**config.mk**
```make
export PLATFORM = sky130hd
export DESIGN_NAME = dmem_mmio_responder
export DESIGN_NICKNAME = d
export VERILOG_FILES = /design/src/rtl/dmem_mmio_responder_pkg.sv /design/src/rtl/dmem_mmio_responder_fifo.sv /design/src/rtl/dmem_mmio_responder.sv
export SDC_FILE = /design/constraint.sdc
export NUM_CORES = 1
export LEC_CHECK = 0
export ABC_CLOCK_PERIOD_IN_PS = 2240
export CAP_MARGIN = 5
export CORE_MARGIN = 1
export CORE_UTILIZATION = 44
export DETAILED_ROUTE_END_ITERATION = 8
export MAX_ROUTING_LAYER = met4
export PLACE_DENSITY = 0.72
export SKIP_CTS_REPAIR_TIMING = 1
export SLEW_MARGIN = 20
export SYNTH_ARGS = -nofsm -noshare
export SYNTH_HDL_FRONTEND = slang
export SYNTH_SLANG_ARGS = --single-unit
```
**constraint.sdc**
```tcl
create_clock -name clock -period 2.24 [get_ports clock]
set_input_delay 0.448 -clock clock [delete_from_list [all_inputs] [get_ports clock]]
set_output_delay 0.448 -clock clock [all_outputs]
set_load 0.01 [all_outputs]
```
**src/rtl/dmem_mmio_responder_pkg.sv**
```systemverilog
// Shared constants for the dmem MMIO window: register offsets, STATUS bits
// and FIFOSTAT field layout.
package dmem_mmio_responder_pkg;

  localparam logic [3:0] OFF_CYCLES   = 4'h0;
  localparam logic [3:0] OFF_CMP      = 4'h1;
  localparam logic [3:0] OFF_STATUS   = 4'h2;
  localparam logic [3:0] OFF_TXDATA   = 4'h3;
  localparam logic [3:0] OFF_FIFOSTAT = 4'h4;
  localparam logic [3:0] OFF_SCRATCH  = 4'h5;

  localparam int STAT_TIMER = 0;
  localparam int STAT_OVF   = 1;

  localparam int FSTAT_COUNT_W = 4;
  localparam int FSTAT_FULL    = 8;
  localparam int FSTAT_EMPTY   = 9;

  function automatic logic [31:0] fifostat_word(input logic [FSTAT_COUNT_W-1:0] count,
                                                input logic full,
                                                input logic empty);
    logic [31:0] w;
    w = '0;
    w[FSTAT_COUNT_W-1:0] = count;
    w[FSTAT_FULL]        = full;
    w[FSTAT_EMPTY]       = empty;
    return w;
  endfunction

endpackage

```
**src/rtl/dmem_mmio_responder_fifo.sv**
```systemverilog
// Synchronous FIFO for the MMIO transmit path. A push into a full FIFO is
// accepted only when a pop frees the head slot in the same cycle.
module mmio_sync_fifo #(
  parameter int DEPTH = 8,
  parameter int WIDTH = 32,
  localparam int PW = $clog2(DEPTH),
  localparam int CW = PW + 1
) (
  input  logic             clock,
  input  logic             reset,
  input  logic             push,
  input  logic             pop,
  input  logic [WIDTH-1:0] wdata,
  output logic [WIDTH-1:0] rdata,
  output logic             full,
  output logic             empty,
  output logic [CW-1:0]    count
);

  logic [WIDTH-1:0] mem_q [DEPTH];
  logic [WIDTH-1:0] mem_d [DEPTH];
  logic [PW-1:0]    wr_ptr_q, wr_ptr_d;
  logic [PW-1:0]    rd_ptr_q, rd_ptr_d;
  logic [CW-1:0]    count_q, count_d;
  logic             do_push, do_pop;

  assign empty = (count_q == '0);
  assign full  = (count_q == CW'(DEPTH));
  assign count = count_q;
  assign rdata = mem_q[rd_ptr_q];

  always_comb begin
    do_pop   = pop & ~empty;
    do_push  = push & (~full | do_pop);
    mem_d    = mem_q;
    if (do_push) mem_d[wr_ptr_q] = wdata;
    wr_ptr_d = wr_ptr_q + PW'(do_push);
    rd_ptr_d = rd_ptr_q + PW'(do_pop);
    count_d  = count_q;
    case ({do_push, do_pop})
      2'b10:   count_d = count_q + CW'(1);
      2'b01:   count_d = count_q - CW'(1);
      default: count_d = count_q;
    endcase
  end

  // Storage is cleared too so the head word is never X after reset.
  always_ff @(posedge clock) begin
    if (reset) begin
      mem_q    <= '{default: '0};
      wr_ptr_q <= '0;
      rd_ptr_q <= '0;
      count_q  <= '0;
    end else begin
      mem_q    <= mem_d;
      wr_ptr_q <= wr_ptr_d;
      rd_ptr_q <= rd_ptr_d;
      count_q  <= count_d;
    end
  end

endmodule

```
**src/rtl/dmem_mmio_responder.sv**
```systemverilog
// Data-memory port responder: claims a 16-word MMIO window, gates dmem writes
// to it and muxes window read data back with the syncram's 1-cycle latency.
module dmem_mmio_responder
  import dmem_mmio_responder_pkg::*;
#(
  parameter int                    ADDR_WIDTH = 12,
  parameter int                    DATA_WIDTH = 32,
  parameter logic [ADDR_WIDTH-1:0] BASE_ADDR  = 12'hFF0,
  parameter int                    FIFO_DEPTH = 8
) (
  input  logic                  clock,
  input  logic                  reset,
  input  logic [ADDR_WIDTH-1:0] address,
  input  logic [DATA_WIDTH-1:0] data,
  input  logic                  wren,
  input  logic [DATA_WIDTH-1:0] q_dmem_in,
  output logic [DATA_WIDTH-1:0] q,
  output logic                  dmem_wren,
  output logic                  sel,
  output logic [DATA_WIDTH-1:0] tx_data,
  output logic                  tx_valid,
  input  logic                  tx_ready,
  output logic                  timer_irq
);

  localparam int CW = $clog2(FIFO_DEPTH) + 1;

  logic [DATA_WIDTH-1:0] cycles_q, cycles_d;
  logic [DATA_WIDTH-1:0] cmp_q, cmp_d;
  logic [DATA_WIDTH-1:0] scratch_q, scratch_d;
  logic [1:0]            status_q, status_d;
  logic [DATA_WIDTH-1:0] rd_q, rd_d;
  logic                  sel_q, sel_d;

  logic [3:0]    offset;
  logic          win_wr, w1c, push_req, pop, overflow, timer_match;
  logic          fifo_full, fifo_empty;
  logic [CW-1:0] fifo_count;

  assign sel         = (address[ADDR_WIDTH-1:4] == BASE_ADDR[ADDR_WIDTH-1:4]);
  assign offset      = address[3:0];
  assign win_wr      = wren & sel;
  assign dmem_wren   = wren & ~sel;
  assign w1c         = win_wr & (offset == OFF_STATUS);
  assign push_req    = win_wr & (offset == OFF_TXDATA);
  assign tx_valid    = ~fifo_empty;
  assign pop         = tx_valid & tx_ready;
  assign overflow    = push_req & fifo_full & ~pop;
  assign timer_match = (cycles_q == cmp_q) && (cmp_q != '0);
  assign timer_irq   = status_q[STAT_TIMER];
  assign q           = sel_q ? rd_q : q_dmem_in;

  mmio_sync_fifo #(
    .DEPTH (FIFO_DEPTH),
    .WIDTH (DATA_WIDTH)
  ) u_tx_fifo (
    .clock (clock),
    .reset (reset),
    .push  (push_req),
    .pop   (pop),
    .wdata (data),
    .rdata (tx_data),
    .full  (fifo_full),
    .empty (fifo_empty),
    .count (fifo_count)
  );

  always_comb begin
    cycles_d  = cycles_q + DATA_WIDTH'(1);
    cmp_d     = (win_wr && offset == OFF_CMP) ? data : cmp_q;
    scratch_d = (win_wr && offset == OFF_SCRATCH) ? data : scratch_q;
    // A new match outranks a clear landing in the same cycle.
    status_d[STAT_TIMER] = timer_match |
                           (status_q[STAT_TIMER] & ~(w1c & data[STAT_TIMER]));
    status_d[STAT_OVF]   = overflow |
                           (status_q[STAT_OVF] & ~(w1c & data[STAT_OVF]));
    sel_d = sel;
    case (offset)
      OFF_CYCLES:   rd_d = cycles_q;
      OFF_CMP:      rd_d = cmp_q;
      OFF_STATUS:   rd_d = DATA_WIDTH'(status_q);
      OFF_FIFOSTAT: rd_d = DATA_WIDTH'(fifostat_word(FSTAT_COUNT_W'(fifo_count),
                                                     fifo_full, fifo_empty));
      OFF_SCRATCH:  rd_d = scratch_q;
      default:      rd_d = '0;
    endcase
  end

  always_ff @(posedge clock) begin
    if (reset) begin
      cycles_q  <= '0;
      cmp_q     <= '0;
      scratch_q <= '0;
      status_q  <= '0;
      rd_q      <= '0;
      sel_q     <= 1'b0;
    end else begin
      cycles_q  <= cycles_d;
      cmp_q     <= cmp_d;
      scratch_q <= scratch_d;
      status_q  <= status_d;
      rd_q      <= rd_d;
      sel_q     <= sel_d;
    end
  end

endmodule

```
==> key figures, run 1 <==
Logic synthesis
  – Largest family of logic cells by synthesized area: multiplexers
  – Syn_nets: 1,874
  – Post-synth EDFFs: 0
  – Synth Area per Inst: 10.1 sq um
  – Mux contribution to synthesized area: 0.246
  – Top FF cell, synth: dfxtp_1
  – XOR/XNOR Fraction of Synth Area: 0.0307
  – Compound-Gate Fraction of Synth Area: 0.0645
  – Area share of and/or/nand/nor cells after synthesis: 0.152
  – Post-synthesis adder-cell area fraction: 0.00557
  – Sequential cell area fraction in the yosys report: 0.443
  – Number of synthesized register bits: roughly 400
  – Post-synthesis cell count: 1,786
  – Synth warn: 0
  – Yosys cell types: between 40 and 50
  – Ys async rst share: 0
  – Post-Syn Area: 0.0180 sq mm

Worst setup path
  – Type of origin of the critical path: flip-flop
  – R2R depth: 10
  – Most frequent CP cell: buf_12
  – Critical Path RT: 1.79 ns
  – Crit end category: primary output
  – RR Startpoint: u_tx_fifo.count[1]$_SDFFE_PP0P_
  – CP arrival: 2.21 ns
  – Critical-path cell list: buf_12, buf_12, mux4_2, mux2_4, buf_6
  – CP max FO: 8
  – Reg-to-Reg End: u_tx_fifo.count[2]$_SDFFE_PP0P_
  – WP buf/inv: 3
  – Top Family by Delay on Critical Path: multiplexers
  – Slowest stage cell on the critical path: mux4_2
  – Crit-path max cell delay: 0.52 ns
  – Critical Path Stages: 5
  – Worst setup path class: flip-flop to primary output
  – Reg2Reg Setup Slack: 0.03 ns

Clock network
  – Clock root cell: clkbuf_16
  – Clock sinks: 397
  – Worst skew pair latency: 0.56 ns
  – CTS tree: yes
  – CTS clk-pin slew, worst paths: 0.06 ns
  – CTS max path bufs: 3
  – H-tree depth: 2
  – TritonCTS buffer count: 41

Cells and area
  – Most frequent cells in the layout: dfxtp_1 (393), nor2_1 (261), mux2i_1 (225)
  – Nets: 1,998
  – Fill count: ~3,400
  – P&R area growth vs syn: 22.1%
  – Design area: 0.0219 sq mm
  – Share of layout cells above drive strength 1: 0.213
  – Most common cell after layout, fill and taps aside: dfxtp_1

Run status
  – Violated checks: negative setup slack
  – Outcome: finished with violations

Placed design
  – Buffers on Ports: ~150
  – Worst slack at placement: -0.560 ns
  – Placement Cell Area: 0.0201 sq mm
  – Hpwl dp: 29.0 mm
  – GPL Wtd Cong: around 0.86

Worst hold path
  – Hold Path Sink: u_tx_fifo.count[0]$_SDFFE_PP0P_
  – Hold path depth: 2
  – Hold Startpoint: reset
  – Hold Crit Class: input pin to flip-flop

Pwr
  – Leakage: approximately 0.0088 uW
  – PD cells: 659 mW/mm^2
  – Worst vdd ir: about 0.44 mV

Floorplanning
  – Initial Utilization: 0.449
  – Die area: ~0.042 sq mm
  – Die Y: 204 um
  – Core area: around 0.04 sq mm
  – Site Rows: 73
  – I/O pin total: 148
  – Die span in x: 204 um

Global routing
  – GRT Util Overall: 0.221
  – Largest net degree at the start of global routing: 109
  – First-pass GRT wire length: 71.6 mm
  – Initial antenna violation count: 3
  – Grt total ovfl: 0
  – Number of global-route vias before repair: 13,263

Routing
  – DRC viols: 0
  – Via count: 13,431
  – Drt first pass iters: 5
  – Via-to-Cell Ratio: 5.44
  – Wire per inst: 19.0 um
  – Antenna viol nets, final: 0
  – Total Routed Length: roughly 47 mm
  – Initial drt markers: between 1,000 and 1,500

STA
  – RSZ-0062 raised after global routing: true
  – Count of final hold-check violations: 0
  – Final count of negative-setup-slack endpoints: 32
  – Rel. slew slack: 0.536
  – Max Clk Rate: roughly 380 MHz
  – PnR worst setup slack: -0.415 ns
  – Minimum clock period: 2.66 ns
  – Slew Viols, Final: 0
  – Clk_skew: between 0.02 and 0.025 ns
  – Worst hold slack: 0.285 ns
  – Final period utilization: 1.19
  – Least-Margin Pin Slew: 0.695 ns

Flow run
  – Max capacitance violation total: 0
==> how the worst max path moves through the flow <==
stage	startpoint	slack (ns)	endpoint
5_1_grt	u_tx_fifo.rd_ptr_q[0]$_SDFF_PP0_	-0.47	tx_data[21]
3_3_place_gp	address[10]	-0.56	u_tx_fifo.count[2]$_SDFFE_PP0P_
2_1_floorplan	u_tx_fifo.rd_ptr_q[0]$_SDFF_PP0_	-0.03	tx_data[0]
6_report	u_tx_fifo.rd_ptr_q[0]$_SDFF_PP0_	-0.42	tx_data[21]
4_1_cts	u_tx_fifo.rd_ptr_q[0]$_SDFF_PP0_	-0.79	tx_data[19]
3_5_place_dp	address[10]	-0.56	u_tx_fifo.count[3]$_SDFFE_PP0P_
==> registers in the layout (all words and copies together) (netlist names) <==
signal	cells
cycles_q	32
u_tx_fifo.count	4
u_tx_fifo.mem_q	256
scratch_q	32
rd_q	32
u_tx_fifo.wr_ptr_q	3
u_tx_fifo.rd_ptr_q	3
cmp_q	32
sel_q	1
status_q	2
==> through the flow <==
step	utilization	total power, uW	cells	TNS, ns
after floorplan	-	7530	1786	-1.10
after global routing	0.548	14900	2471	-13.90
final	0.548	14400	2471	-11.97
after CTS	0.535	14600	2446	-30.76
after detailed placement	0.501	7810	2370	-107.48
after global placement	0.501	7800	2370	-104.36
==> power by group <==
part           switching (uW)  internal (uW)  leakage [uW]
Combinational             329            253       0.00498
Sequential               5.70           7060       0.00320
Clock                    2850           3950      0.000673
==> cell usage after synthesis, types with 6 or more instances <==
library cell,number,area (sq um)
dfxtp_1,397,7950
nor2_1,263,987
mux2i_1,226,2260
nand2_1,205,769
a21oi_1,103,515
clkbuf_1,87,327
mux2_2,64,721
mux4_2,64,1440
buf_6,44,495
xnor2_1,44,385
a22oi_1,36,270
a21oi_2,30,263
nand2_2,30,188
xor2_1,19,166
nor3_1,18,90.1
buf_2,15,75.1
nor4_1,14,87.6
nand4_1,13,81.3
buf_4,12,90.1
inv_1,11,41.3
nand3_1,11,55.1
o21ai_0,11,55.1
nor2b_1,9,56.3
ha_1,8,100
or3_1,7,43.8
and4_1,6,52.6
==> area by class of cell <==
cell class | instances | area, sq um | share of cell area
timing repair buffer | 244 | 2770 | 0.126
clock inverter | 13 | 123 | 0.00559
multi-input combinational | 1215 | 9140 | 0.417
clock buffer | 63 | 1240 | 0.0565
tap | 525 | 657 | 0.0300
sequential | 397 | 7960 | 0.363
antenna | 3 | 7.51 | 0.000342
inverter | 11 | 41.3 | 0.00188
==> routing by layer <==
metal	up-vias	routed length [um]	track usage
met5	-	0	-
met4	0	1360	0.0586
met3	90	2660	0.0309
met2	424	22200	0.360
met1	6522	20800	0.289
li1	6395	-	-
==> cells by family (layout without fill, tap and decap cells) <==
family / count (synthesis) / in the layout
muxes: 354 / 354
DFF: 397 / 397
adders and majority gates: 8 / 8
other: 0 / 3
AOI/OAI and AO/OA: 186 / 186
xor gates and xnor gates: 63 / 63
buffers and inverters: 174 / 331
and+or+nand+nor: 604 / 604
Note: power is estimated with default switching activity, not from simulation.
==> run 2: changes to the inputs <==
- SETUP_SLACK_MARGIN: unset -> 0.15
==> run 2 against run 1 <==
The flow still finishes with violations (negative setup slack). First-iteration DRC count shrank 16%. Maximum frequency decreased by 1.3%. Register-to-register slack got worse by 0.05 ns. Combinational power grew 4.1%. Wire length up 2.6%. Critical path depth unchanged. Setup slack worse by 0.036 ns. Clock skew shrank 0.012 ns. Critical path type unchanged. Largest power group is now clock.
==> key figures, run 2 (synthesized netlist as in run 1, its figures left out) <==
Floorplanning
  – I/O pin total: about 150
  – Die area: 0.0416 sq mm
  – Die span in x: 204 um
  – Core area: 0.0400 sq mm
  – Site Rows: 73
  – Die Y: 204 um
  – Initial Utilization: 0.449

Global routing
  – GRT Util Overall: 0.222
  – Number of global-route vias before repair: 13,376
  – First-pass GRT wire length: 71.7 mm
  – Largest net degree at the start of global routing: 96
  – Initial antenna violation count: 0
  – Grt total ovfl: 0

STA
  – Least-Margin Pin Slew: 0.701 ns
  – Max Clk Rate: 372 MHz
  – Minimum clock period: 2.69 ns
  – Final period utilization: 1.20
  – Slew Viols, Final: 0
  – Count of final hold-check violations: 0
  – RSZ-0062 raised after global routing: true
  – PnR worst setup slack: -0.451 ns
  – Rel. slew slack: 0.532
  – Clk_skew: roughly 0.01 ns
  – Final count of negative-setup-slack endpoints: 34

Cells and area
  – Max reg flops: 256
  – P&R area growth vs syn: 25.6%
  – Final Non-Filler Cells: between 2,000 and 2,500
  – Fill count: approximately 3,300
  – N_diodes: 0
  – Top reg by flops: u_tx_fifo.mem_q
  – Most common cell after layout, fill and taps aside: dfxtp_1
  – Fin util: 0.564
  – Nets: 2,016
  – Most frequent cells in the layout: dfxtp_1 (392), nor2_1 (261), mux2i_1 (218)
  – Share of layout cells above drive strength 1: 0.247

Clock network
  – H-tree depth: 2
  – CTS tree: yes
  – Worst skew pair latency: 0.54 ns
  – CTS max path bufs: 3
  – CTS clk-pin slew, worst paths: 0.06 ns
  – Clock root cell: clkbuf_16
  – TritonCTS buffer count: 40
  – Clock sinks: slightly below 400

Pwr
  – Worst vdd ir: 0.445 mV
  – Leakage: between 0.009 and 0.01 uW
  – Overall Power: 14,800 uW
  – PD cells: ~650 mW/mm^2

Worst setup path
  – Crit end category: primary output
  – Critical Path RT: 1.79 ns
  – Worst setup path class: flip-flop to primary output
  – Crit-path max cell delay: 0.53 ns
  – CP max FO: 8
  – CP arrival: 2.24 ns
  – Critical-path cell list: buf_12, buf_16, mux4_2, mux2_4, buf_6
  – Slowest stage cell on the critical path: mux4_2
  – Type of origin of the critical path: flip-flop

Routing
  – Via count: 13,689
  – WL met2: 23.5 mm
  – Total Routed Length: 48.3 mm
  – M1 WL: 20.6 mm
  – DRC viols: 0
  – Wire per inst: 19.4 um
  – Initial drt markers: around 960
  – Via-to-Cell Ratio: 5.51
  – Highest metal used: met4
  – Drt first pass iters: 6
  – Antenna viol nets, final: 0
  – Met3 wire len: 3.01 mm

Run status
  – Outcome: finished with violations
  – Violated checks: negative setup slack

Placed design
  – Buffers on Ports: 147
  – Placed Cells incl. Taps: 2,374
  – Hpwl dp: 30.0 mm
  – GPL Wtd Cong: between 0.9 and 1

Flow run
  – Max capacitance violation total: 0

Worst hold path
  – Hold Crit Class: input pin to flip-flop
## run 2: changes by cell type in the layout (fill, tap and decap cells not counted), sizes merged
cell           delta
buf              +35
dlymetal6s2s     -13
clkdlybuf4s50     -5
clkinv            -4
bufinv            +3
clkbuf            -3
clkinvlp          +3
diode             -3
inv               +1
## run 2: where the power goes
group          internal [uW]  total [uW]  switching [uW]
clock                   4250        7100            2850
combinational            260         606             346
sequential              7060        7070            6.52
total                  11600       14800            3200
## run 2: critical path: cells and delay by family, from the launching register on
kind     cells  cell delay [ns]
mux          2             0.84
buf+inv      3             0.46
flops        1             0.38
## run 2: final timing paths
| kind | slack [ns] | start | end | depth (start not counted) |
|---|---|---|---|---|
| max reg2reg | -0.02 | u_tx_fifo.count[1]$_SDFFE_PP0P_ | u_tx_fifo.count[3]$_SDFFE_PP0P_ | 10 |
| min reg2reg | 0.45 | u_tx_fifo.mem_q[140]$_SDFFE_PP0P_ | u_tx_fifo.mem_q[140]$_SDFFE_PP0P_ | 2 |
| max | -0.45 | u_tx_fifo.rd_ptr_q[0]$_SDFF_PP0_ | tx_data[15] | 5 |
| min | 0.27 | reset | cycles_q[14]$_SDFF_PP0_ | 2 |
## run 2: final cells by class
class,count,area (sq um),share of cell area
inverter,11,43.8,0.00194
clock inverter,16,209,0.00926
clock buffer,58,1210,0.0537
timing repair buffer,263,3050,0.135
sequential,397,7960,0.353
tap,525,657,0.0291
multi-input combinational,1215,9430,0.418
## run 2: stage by stage
step           TNS, ns  setup slack [ns]  cell area, sq um  hold slack (ns)
6_report        -12.44            -0.451             22600            0.275
3_3_place_gp    -97.49            -0.481             20100            0.438
5_1_grt         -14.08            -0.492             22600            0.271
3_5_place_dp    -97.98            -0.500             20100            0.445
4_1_cts         -31.47            -0.829             21500            0.249
2_1_floorplan        0            0.0174             18000            0.429
## run 2: metal layers
metal  vias up  GRT usage
met5         -          -
met4         0     0.0664
met3        66     0.0287
met2       446      0.365
met1      6747      0.285
li1       6430          -
